**src/rtl/uart_alu_interface.sv**
```systemverilog
// Three-byte frame collector (A, B, opcode) feeding an 8-bit ALU; the result is
// handed to the UART transmitter, and the block stays busy until the transmission completes.
module uart_alu_interface #(
    parameter int NB_DATA = 8,
    parameter int NB_OP   = 6
) (
    input  logic               i_clock,
    input  logic               i_reset,
    input  logic [NB_DATA-1:0] i_rx_data,
    input  logic               i_rx_done_tick,
    input  logic               i_tx_done_tick,
    output logic [NB_DATA-1:0] o_tx_data,
    output logic               o_tx_start,
    output logic               o_busy,
    output logic               o_op_error,
    output logic               o_drop
);

    typedef enum logic [2:0] {
        WAIT_A,
        WAIT_B,
        WAIT_OP,
        SEND,
        WAIT_TX
    } state_t;

    localparam logic [NB_OP-1:0] OP_ADD = 6'b100000;
    localparam logic [NB_OP-1:0] OP_SUB = 6'b100010;
    localparam logic [NB_OP-1:0] OP_AND = 6'b100100;
    localparam logic [NB_OP-1:0] OP_OR  = 6'b100101;
    localparam logic [NB_OP-1:0] OP_XOR = 6'b100110;
    localparam logic [NB_OP-1:0] OP_NOR = 6'b100111;
    localparam logic [NB_OP-1:0] OP_SRA = 6'b000011;
    localparam logic [NB_OP-1:0] OP_SRL = 6'b000010;

    localparam logic [NB_DATA-1:0] SHIFT_LIMIT = NB_DATA'(NB_DATA);

    state_t             state, state_next;
    logic [NB_DATA-1:0] reg_a, reg_b, tx_data;
    logic [NB_OP-1:0]   reg_op;
    logic               drop;
    logic [NB_DATA:0]   alu_new;
    logic [NB_DATA:0]   alu_held;

    // Returns {valid, result}; undefined opcodes give valid=0 and a zero result.
    function automatic logic [NB_DATA:0] alu(input logic [NB_DATA-1:0] a,
                                             input logic [NB_DATA-1:0] b,
                                             input logic [NB_OP-1:0]   op);
        logic [NB_DATA-1:0] res;
        logic               valid;
        res   = '0;
        valid = 1'b1;
        case (op)
            OP_ADD: res = a + b;
            OP_SUB: res = a - b;
            OP_AND: res = a & b;
            OP_OR:  res = a | b;
            OP_XOR: res = a ^ b;
            OP_NOR: res = ~(a | b);
            OP_SRA: res = (b >= SHIFT_LIMIT) ? {NB_DATA{a[NB_DATA-1]}}
                                             : NB_DATA'($signed(a) >>> b);
            OP_SRL: res = (b >= SHIFT_LIMIT) ? '0 : (a >> b);
            default: begin
                res   = '0;
                valid = 1'b0;
            end
        endcase
        return {valid, res};
    endfunction

    assign alu_new  = alu(reg_a, reg_b, i_rx_data[NB_OP-1:0]);
    assign alu_held = alu(reg_a, reg_b, reg_op);

    always_ff @(posedge i_clock or posedge i_reset) begin
        if (i_reset) begin
            state   <= WAIT_A;
            reg_a   <= '0;
            reg_b   <= '0;
            reg_op  <= '0;
            tx_data <= '0;
            drop    <= 1'b0;
        end else begin
            state <= state_next;
            drop  <= i_rx_done_tick && (state == SEND || state == WAIT_TX);
            if (i_rx_done_tick) begin
                case (state)
                    WAIT_A:  reg_a <= i_rx_data;
                    WAIT_B:  reg_b <= i_rx_data;
                    WAIT_OP: begin
                        reg_op  <= i_rx_data[NB_OP-1:0];
                        tx_data <= alu_new[NB_DATA-1:0];
                    end
                    default: ;
                endcase
            end
        end
    end

    always_comb begin
        state_next = state;
        case (state)
            WAIT_A:  if (i_rx_done_tick) state_next = WAIT_B;
            WAIT_B:  if (i_rx_done_tick) state_next = WAIT_OP;
            WAIT_OP: if (i_rx_done_tick) state_next = SEND;
            SEND:    state_next = WAIT_TX;
            WAIT_TX: if (i_tx_done_tick) state_next = WAIT_A;
            default: state_next = WAIT_A;
        endcase
    end

    // The stored opcode is still valid in SEND, so the error flag is decoded from it.
    assign o_tx_data  = tx_data;
    assign o_tx_start = (state == SEND);
    assign o_busy     = (state == SEND) || (state == WAIT_TX);
    assign o_op_error = (state == SEND) && !alu_held[NB_DATA];
    assign o_drop     = drop;

endmodule

```
**config.mk**
```make
export PLATFORM = sky130hd
export DESIGN_NAME = uart_alu_interface
export DESIGN_NICKNAME = d
export VERILOG_FILES = /design/src/rtl/uart_alu_interface.sv
export SDC_FILE = /design/constraint.sdc
export NUM_CORES = 1
export LEC_CHECK = 0
export ABC_AREA = 1
export BUFFER_PORTS_ARGS = -buffer_cell sky130_fd_sc_hd__buf_4
export CORE_MARGIN = 2
export CORE_UTILIZATION = 61
export DETAILED_ROUTE_END_ITERATION = 7
export GPL_TIMING_DRIVEN = 0
export PLACE_DENSITY = 0.81
export SLEW_MARGIN = 20
export SYNTH_ARGS = -nofsm -noshare
export SYNTH_HDL_FRONTEND = slang
export SYNTH_SLANG_ARGS = --single-unit
export TNS_END_PERCENT = 100
```
**constraint.sdc**
```tcl
create_clock -name i_clock -period 3.3 [get_ports i_clock]
set_input_delay 0.495 -clock i_clock [delete_from_list [all_inputs] [get_ports i_clock]]
set_output_delay 0.495 -clock i_clock [all_outputs]
set_load 0.005 [all_outputs]
```
==> results.py <==
metrics = {
    "global_routing": {
        "grt_start_max_net_pins": 35,
        "grt_antenna_before_repair": 0,
        "grt_pass1_wl_mm": 12.9,
        "gr-total-overflow": 0,
        "grtUsageTotal_pct": 31.0,
        "grt_pass1_vias": 2778,
    },
    "clock_network": {
        "clockBufferDepth": 2,
        "tritoncts": "done",
        "cts_root_buf": "clkbuf_8",
        "clkTransAtPathRegs_ns": 0.07,
        "cts_hold_buf": 0,
        "clock_sinks": 34,
        "h-tree-depth": 2,
        "clk_latency_ns": 0.29,
        "post-cts-setup-buffers": 0,
        "cts_buffers": 5,
        "cts_resized": 0,
    },
    "timing": {
        "rsz0062_at_grt": "false",
        "setup_viol": 0,
        "whs_ns": 0.316,
        "slew_violations": 0,
        "layout_min_cycle_time_ns": 2.83,
        "relSlewSlack_pct": 53.9,
        "setup-tns-final_ns": 0,
        "worst_slew_pin_slew_ns": 0.691,
        "hold_viol_final": 0,
        "fin_worst_skew_ns": 0.00880,
        "fmax_mhz": 353,
        "finalCritPeriodShare_pct": 85.8,
    },
    "power_and_ir_drop": {
        "p_leak_nw": 1.80,
        "ir_worst_vdd_mv": 0.599,
        "p_per_area_mw_per_mm2": 912,
        "p_total_w": 0.00304,
    },
    "logic_synthesis": {
        "synth_edf_count": 0,
        "synthArstFlopShare_pct": 100,
        "synth-seq-cells": 34,
        "syn_area_mm2": 0.00300,
        "syn-num-nets": 482,
        "avgSynthCellArea_um2": 6.75,
        "yosysSeqAreaShare_pct": 28.3,
        "yosys_most_used_dff": "dfrtp_1",
        "syn_inst": 445,
        "ys_types": 40,
        "ys.warnings.count": 0,
    },
    "worst_setup_path": {
        "cp_num_cells": 16,
        "path_buf_inv": 3,
        "cp_max_fo": 10,
        "critPathKind": "flip-flop to flip-flop",
        "path_cells": "buf_2, inv_1, ha_1, inv_1, o21ai_0, o21a_1, xor2_1, ha_1, a21oi_1, o21ai_0, a21oi_1, nand3_1, nand3_1, nand2_1, nand2_1, nand2_1",
        "critPathCaptureType": "flip-flop",
        "max_stage_delay_ns": 0.40,
        "reg2reg_to": "o_tx_data[7]$_DFFE_PP0P_",
        "crit_slowest_cell": "dfrtp_1",
        "rr_startpoint": "reg_b[0]$_DFFE_PP0P_",
        "arrival_ns": 3.02,
        "r2r_setup_slack_ns": 0.47,
        "reg2reg_depth": 16,
        "crit_family": "compound AO/OA/AOI/OAI gates",
        "required_ns": 3.48,
        "crit_start": "reg_b[0]$_DFFE_PP0P_",
        "crit_top_cell": "nand2_1",
        "start_kind": "flip-flop",
        "cp-endpoint": "o_tx_data[7]$_DFFE_PP0P_",
    },
    "drt": {
        "wl_per_cell_um": 14.5,
        "wl_mm": 7.84,
        "via_per_inst": 5.44,
        "ant_nets": 0,
        "first_pass_iters": 5,
        "drtIter0Drc": 153,
        "drc_errors": 0,
        "num_vias": 2950,
    },
    "die": {
        "coreArea_mm2": 0.00472,
        "floorplan.initialDensity_pct": 63.6,
        "die_y_um": 74.2,
        "die_area_mm2": 0.00550,
        "die_x_um": 74.2,
        "boundaryPins": 24,
        "num_rows": 25,
    },
    "layout": {
        "final_cell_mix": "nand2_1, inv_1, o21ai_0, dfrtp_1",
        "multiInputGateArea_mm2": 0.00186,
        "finalInstanceArea_mm2": 0.00334,
        "regArea_um2": 851,
        "antenna_cells": 0,
        "syn2layout_area_growth_pct": 11.2,
        "drive_gt1_share_pct": 15.4,
        "num-nets-final": 512,
        "nFillCells": 425,
        "final_common_cell": "nand2_1",
    },
    "place": {
        "io_buffers": 23,
        "placed_area_mm2": 0.00326,
        "post-dp-hpwl_mm": 6.19,
        "place_congestion": 0.987,
    },
    "worst_hold_path": {
        "hold_class": "primary input to async pin",
    },
    "run_status": {
        "status": "finished clean",
    },
    "flow_run": {
        "maxCapViolations": 0,
    },
}
==> synth_stat cells, drive strengths merged, types with 2 or more instances <==
cell	count	share of area, %
nor3b	2	0.50
o21ai	46	7.9
dfrtp	34	28
nand2	177	23
buf	6	1.7
ha	24	10
or2	4	0.83
a21oi	10	1.7
nand4	7	2.0
xor2	5	1.5
inv	54	6.7
xnor2	2	0.58
clkbuf	4	1.2
nor3	4	0.83
o211ai	3	0.75
nor2	31	6.0
nand3	23	4.2
==> worst reg2reg max path, delay by kind of cell, from the launching register on <==
family,cells,cell delay [ns]
AND/OR/NAND/NOR,5,0.41
flip-flops,1,0.40
XOR/XNOR,1,0.15
adder cells (fa/ha/maj),2,0.46
buffers and inverters,3,0.39
AO/OA/AOI/OAI,5,0.92
==> flip-flops by register name, summed over array words and instances (netlist names) <==
register   cells
reg_a          8
reg_op         6
o_tx_data      8
reg_b          8
state          3
o_drop         1
==> stage by stage <==
step	cells	utilization (%)	setup WS [ns]
after detailed placement	535	69.0	0.394
final	542	70.7	0.467
after floorplan	445	-	0.916
after CTS	542	70.7	0.491
after global routing	542	70.7	0.141
after global placement	535	69.0	0.418
==> kinds of logic (layout without fill, tap and decap cells) <==
family	Yosys count	after routing	synth area share, %
buf+inv	65	95	9.75
xor+xnor	7	7	2.04
simple gates	249	249	37.3
fa+ha+maj	25	25	10.7
compound gates	65	65	11.9
flops	34	34	28.3
==> area by class of cell <==
class	instances	area share, %
tap	67	2.51
clock inverter	2	0.300
sequential	34	25.5
clock buffer	5	2.06
multi-input combinational	346	55.7
inverter	55	6.18
timing repair buffer	23	5.17
buffer	10	2.59
==> power breakdown <==
group / switching [W] / total (W) / internal (W)
Clock: 0.000146 / 0.000288 / 0.000141
Combinational: 0.00120 / 0.00195 / 0.000748
Sequential: 0.000216 / 0.000810 / 0.000594
==> how the worst min path moves through the flow <==
| stage | startpoint | to | slack [ns] | cells past startpoint |
|---|---|---|---|---|
| CTS | i_reset | reg_op[3]$_DFFE_PP0P_ | 0.34 | 2 |
| floorplan | reg_op[0]$_DFFE_PP0P_ | reg_op[0]$_DFFE_PP0P_ | 0.45 | 2 |
| global route | i_reset | reg_op[3]$_DFFE_PP0P_ | 0.39 | 2 |
| global placement | o_tx_data[1]$_DFFE_PP0P_ | o_tx_data[1]$_DFFE_PP0P_ | 0.47 | 2 |
| detailed placement | o_tx_data[7]$_DFFE_PP0P_ | o_tx_data[7]$_DFFE_PP0P_ | 0.47 | 2 |
| finish | i_reset | reg_op[3]$_DFFE_PP0P_ | 0.32 | 2 |
==> per-layer routing <==
metal	track usage (%)	vias up	part of all wire [%]
li1	-	1474	-
met1	39.4	1374	44
met2	55.2	90	49
met3	4.20	12	4.9
met4	8.48	0	1.6
met5	0	-	0
Note: power is estimated with default switching activity, not from simulation.
